File: src/rtl/data_mem_ctrl.sv
// Data-memory access controller: single outstanding load/store between core and sync RAM.
// Optional misaligned-access error reporting under `DATA_MEM_MISALIGN_EXC_EN.
module data_mem_ctrl #(
  parameter int unsigned ADDR_W = 10
) (
  input  logic              clka,
  input  logic              rst,
  input  logic              req,
  input  logic              we,
  input  logic [1:0]        size,
  input  logic              unsigned_ld,
  input  logic [31:0]       addr,
  input  logic [31:0]       wdata,
  output logic [31:0]       rdata,
  output logic              ack,
  output logic              stall,
  output logic              addr_err,
  output logic              ram_ena,
  output logic [3:0]        ram_wea,
  output logic [ADDR_W-1:0] ram_addr,
  output logic [31:0]       ram_dina,
  input  logic [31:0]       ram_douta
);

  localparam int unsigned DATA_W = 32;
  localparam int unsigned LANES  = 4;

  typedef enum logic [1:0] {IDLE, ACCESS, RESP} state_t;

  typedef struct packed {
    logic       we;
    logic [1:0] size;
    logic       uns;
    logic [1:0] lane;
    logic       err;
  } req_t;

  state_t              state, state_nxt;
  req_t                cur, cur_nxt;
  logic                ack_nxt, err_nxt, ena_nxt;
  logic [LANES-1:0]    wea_nxt, mask_c;
  logic [ADDR_W-1:0]   addr_nxt;
  logic [DATA_W-1:0]   dina_nxt, repl_c, fmt_c, hold, hold_nxt;
  logic [7:0]          byte_c;
  logic [15:0]         half_c;
  logic                misalign_c;
  logic                unused_hi;

  assign unused_hi = ^addr[31:ADDR_W+2];

`ifdef DATA_MEM_MISALIGN_EXC_EN
  assign misalign_c = (size == 2'b01 && addr[0]) || (size[1] && addr[1:0] != 2'b00);
`else
  assign misalign_c = 1'b0;
`endif

  // Store lane mask and replicated write data from the incoming request
  always_comb begin
    mask_c = 4'b1111;
    repl_c = wdata;
    case (size)
      2'b00: begin
        mask_c = 4'b0001 << addr[1:0];
        repl_c = {4{wdata[7:0]}};
      end
      2'b01: begin
        mask_c = addr[1] ? 4'b1100 : 4'b0011;
        repl_c = {2{wdata[15:0]}};
      end
      default: ;
    endcase
  end

  // Load lane selection and extension from the registered request
  always_comb begin
    case (cur.lane)
      2'd0:    byte_c = ram_douta[7:0];
      2'd1:    byte_c = ram_douta[15:8];
      2'd2:    byte_c = ram_douta[23:16];
      default: byte_c = ram_douta[31:24];
    endcase
    half_c = cur.lane[1] ? ram_douta[31:16] : ram_douta[15:0];
    case (cur.size)
      2'b00:   fmt_c = {{24{~cur.uns & byte_c[7]}}, byte_c};
      2'b01:   fmt_c = {{16{~cur.uns & half_c[15]}}, half_c};
      default: fmt_c = ram_douta;
    endcase
  end

  // Next-state and next-output logic
  always_comb begin
    state_nxt = state;
    cur_nxt   = cur;
    ack_nxt   = 1'b0;
    err_nxt   = 1'b0;
    ena_nxt   = 1'b0;
    wea_nxt   = '0;
    addr_nxt  = ram_addr;
    dina_nxt  = ram_dina;
    hold_nxt  = hold;
    case (state)
      IDLE: begin
        if (req) begin
          cur_nxt.we   = we;
          cur_nxt.size = size;
          cur_nxt.uns  = unsigned_ld;
          cur_nxt.lane = addr[1:0];
          cur_nxt.err  = misalign_c;
          if (misalign_c) begin
            state_nxt = RESP;
            ack_nxt   = 1'b1;
            err_nxt   = 1'b1;
          end else begin
            state_nxt = ACCESS;
            ena_nxt   = 1'b1;
            wea_nxt   = we ? mask_c : 4'b0000;
            addr_nxt  = addr[ADDR_W+1:2];
            if (we) dina_nxt = repl_c;
          end
        end
      end
      ACCESS: begin
        state_nxt = RESP;
        ack_nxt   = 1'b1;
      end
      RESP: begin
        state_nxt = IDLE;
        if (!cur.we && !cur.err) hold_nxt = fmt_c;
      end
      default: state_nxt = IDLE;
    endcase
  end

  always_ff @(posedge clka or negedge rst) begin
    if (!rst) begin
      state    <= IDLE;
      cur      <= '0;
      ack      <= 1'b0;
      addr_err <= 1'b0;
      ram_ena  <= 1'b0;
      ram_wea  <= '0;
      ram_addr <= '0;
      ram_dina <= '0;
      hold     <= '0;
    end else begin
      state    <= state_nxt;
      cur      <= cur_nxt;
      ack      <= ack_nxt;
      addr_err <= err_nxt;
      ram_ena  <= ena_nxt;
      ram_wea  <= wea_nxt;
      ram_addr <= addr_nxt;
      ram_dina <= dina_nxt;
      hold     <= hold_nxt;
    end
  end

  // Live formatted data only during a successful load response
  always_comb begin
    rdata = hold;
    if (state == RESP) begin
      if (cur.err)     rdata = '0;
      else if (!cur.we) rdata = fmt_c;
    end
  end

  assign stall = req & ~ack;

endmodule

File: config.mk
export PLATFORM = sky130hd
export DESIGN_NAME = data_mem_ctrl
export DESIGN_NICKNAME = d
export VERILOG_FILES = /design/src/rtl/data_mem_ctrl.sv
export SDC_FILE = /design/constraint.sdc
export NUM_CORES = 1
export LEC_CHECK = 0
export BUFFER_PORTS_ARGS = -buffer_cell sky130_fd_sc_hd__buf_2
export CORE_AREA = 2 2 96 98
export CTS_BUF_LIST = sky130_fd_sc_hd__clkbuf_4 sky130_fd_sc_hd__clkbuf_8
export CTS_CLUSTER_DIAMETER = 40
export DETAILED_ROUTE_END_ITERATION = 12
export DIE_AREA = 0 0 98 100
export GPL_TIMING_DRIVEN = 0
export PLACE_DENSITY = 0.81
export SYNTH_ARGS = -nofsm -noshare
export SYNTH_HDL_FRONTEND = slang
export SYNTH_SLANG_ARGS = --single-unit
File: constraint.sdc
create_clock -name clka -period 2.4 [get_ports clka]
set_input_delay 0.24 -clock clka [delete_from_list [all_inputs] [get_ports clka]]
set_output_delay 0.24 -clock clka [all_outputs]
set_load 0.005 [all_outputs]
==> flow_summary.yaml <==
grt:
  track_usage_pct: 24.9
  grt_pass1_vias: 3976
  antenna_found_initial: 0
  grt-ovfl-total: 0
  grt_pass1_wl_mm: 19.4
  grt_start_max_net_pins: 46
routing:
  drt_iter0_drc: 189
  vias: 3987
  drc: 0
  post_drt_via_cell_ratio: 5.57
  postRouteAntennaNets: 0
  wl_per_cell_um: 17.2
  routed_wl_mm: 12.3
  drt_pass1_iterations: 5
hold_path:
  min_path_type: "input port to register"
  holdPathStages: 2
synthesis:
  ys_types: 36
  synth_most_common_cell: "dfrtp_1"
  syn_nets: 527
  ys_seq_area_share_pct: 52.3
  synth_top_cell_by_area: "dfrtp_1"
  synth_top_area_share_pct: 52.3
  synth_seq_cells: 88
  ys_warn_count: 0
  synth_ff_type: "dfrtp_1"
  async_reset_ff_share_pct: 100
  synthTopCellsByArea: "dfrtp_1 52%, a21oi_1 7.2%, mux2_2 7.2%"
  synth_edf_count: 0
  yosys-top-cells-count: "88 x dfrtp_1, 61 x a21oi_1, 51 x nand2_1"
  synthCells: 424
  synth_area_per_cell_um2: 9.93
  syn_area_mm2: 0.00421
finish:
  diodes: 0
  fillers: 783
  regArea_mm2: 0.00221
  area_delta_synth_final_pct: 31.2
  multi_input_area_mm2: 0.00191
  drive_gt1_share_pct: 40.2
  design_area_mm2: 0.00553
  fin_nets: 705
placement:
  dpl.hpwl_mm: 9.29
  numPortBuffers: 162
  post-place-ws_ns: 0.172
  globalplace.congestion: 0.962
  postPlaceCellArea_mm2: 0.00519
worst_setup_path:
  slowest_delay_ns: 0.44
  path_max_fanout: 8
  crit_type: "register to output port"
  crit_path_start_kind: "register"
  reg2regPathDepth: 7
  critPathRequiredTime_ns: 2.16
  endpoint_kind: "output port"
  cp.arrival_ns: 2.06
  path_cells: "or3b_4 > buf_6 > nor3_4 > a211oi_4 > buf_12 > a21oi_1 > buf_2"
  cp_slowest_cell: "dfrtp_2"
outcome:
  status: "finished, final reports clean"
clock_tree:
  clock_path_buffers: 2
  clkLatencyLatePin_ns: 0.34
  cts_root_buf: "clkbuf_8"
  htree_levels: 3
  cts_tree: "built"
  clock-sinks: 88
  cts_inserted_buffers: 9
  clk_pin_slew_ns: 0.09
die:
  start_util_pct: 47.4
  dieArea_mm2: 0.00980
  placementRows: 35
  fp.coreArea_mm2: 0.00889
  pin_count: 185
  die_y_um: 100
  die_x_um: 98
timing:
  layout_setup_ws_ns: 0.104
  fin_skew_ns: 0.00945
  tightest_slew_ns: 0.595
  period_share_pct: 95.7
  setup_violations: 0
  period_needed_ns: 2.30
  hold_viol: 0
  max_freq_ghz: 0.435
  maxSlewHeadroom_pct: 60.3
  finalMaxSlewViolations: 0
power:
  cellPowerDensity_mw_per_mm2: 944
  total_power_mw: 5.22
  irDropWorstVdd_uv: 398
  p_leak_nw: 2.71
flow_run:
  maxCapViolCount: 0
report_power, final:
group,total (mW),switching (mW),internal [mW]
clock,0.994,0.500,0.494
combinational,2.02,1.08,0.935
sequential,2.20,0.227,1.98
final cells by class:
type,instances,area share [%]
sequential,88,39.9
multi-input combinational,299,34.5
timing repair buffer,170,16.8
buffer,29,2.58
clock buffer,11,2.51
tap,111,2.51
clock inverter,3,0.815
inverter,5,0.340
what timing repair did:
action,4_1_cts,5_1_grt
endpoints found under the hold margin,43,0
endpoints found under the setup margin,25,31
buffers inserted,1,4
pin swaps,2,3
hold buffers,1,0
cloned,0,1
gates resized for setup,11,20
layer usage:
metal | track usage (%) | vias to the layer above | wire (um)
met3 | 6.82 | 42 | 1210
met2 | 40.3 | 216 | 5840
met1 | 30.3 | 1873 | 4770
li1 | - | 1856 | -
met4 | 13.6 | 0 | 493
met5 | 0 | - | 0
state kept, by name (all words and copies together), names as in the netlist:
| name | count |
|---|---|
| cur | 6 |
| ack | 1 |
| hold | 32 |
| ram_wea | 4 |
| ram_ena | 1 |
| state | 2 |
| ram_dina | 32 |
| ram_addr | 10 |
cells in the final DEF, fill, tap and decap left out, types with 2 or more instances in the layout:
master      count
clkinvlp_4      2
nor2_2          2
buf_4           8
a31oi_1         2
clkbuf_8        9
clkbuf_1       12
a22oi_1         8
nand2b_1        4
nor2b_1         5
dfrtp_2         4
nor2_1         23
nor3b_1         2
o31ai_1        12
dfrtp_1        84
buf_2         167
clkbuf_4        2
clkbuf_2        6
mux2_2         27
a21oi_1        58
nand2_1        50
mux2i_1        25
inv_1           5
and3_1          2
o21ai_0        46
a211oi_1        6
o22ai_1         8
a21oi_2         3
logic make-up after synthesis:
group / share of synthesized area [%]
AOI/OAI and AO/OA: 19.7
and+or+nand+nor: 10.4
DFF: 52.3
muxes: 13.6
buffers and inverters: 3.86
other: 0.0890
through the flow:
step | TNS, ns | hold WS [ns] | instances | util, %
2_1_floorplan | 0 | -0.0556 | 424 | -
3_3_place_gp | 0 | 0.453 | 697 | 58.1
3_5_place_dp | 0 | 0.283 | 698 | 58.4
4_1_cts | 0 | 0.101 | 712 | 61.1
5_1_grt | -0.0130 | 0.100 | 716 | 62.2
6_report | 0 | 0.118 | 716 | 62.2
critical path: cells and delay by family, from the launching register on:
family / cells / cell delay [ns]
compound gates: 2 / 0.19
buf+inv: 3 / 0.45
flops: 1 / 0.44
simple gates: 2 / 0.64
worst paths after layout:
kind	slack (ns)	endpoint	from
setup / recovery	0.10	rdata[11]	cur[4]
hold / removal	0.12	ram_addr[3]	addr[5]
setup reg to reg	0.55	hold[12]	cur[4]
hold reg to reg	0.48	ram_dina[31]	ram_dina[31]
max in group asynchronous	1.34	ram_dina[31]	rst
min in group asynchronous	0.44	hold[17]	rst
Power figures use the tool's default switching activity.
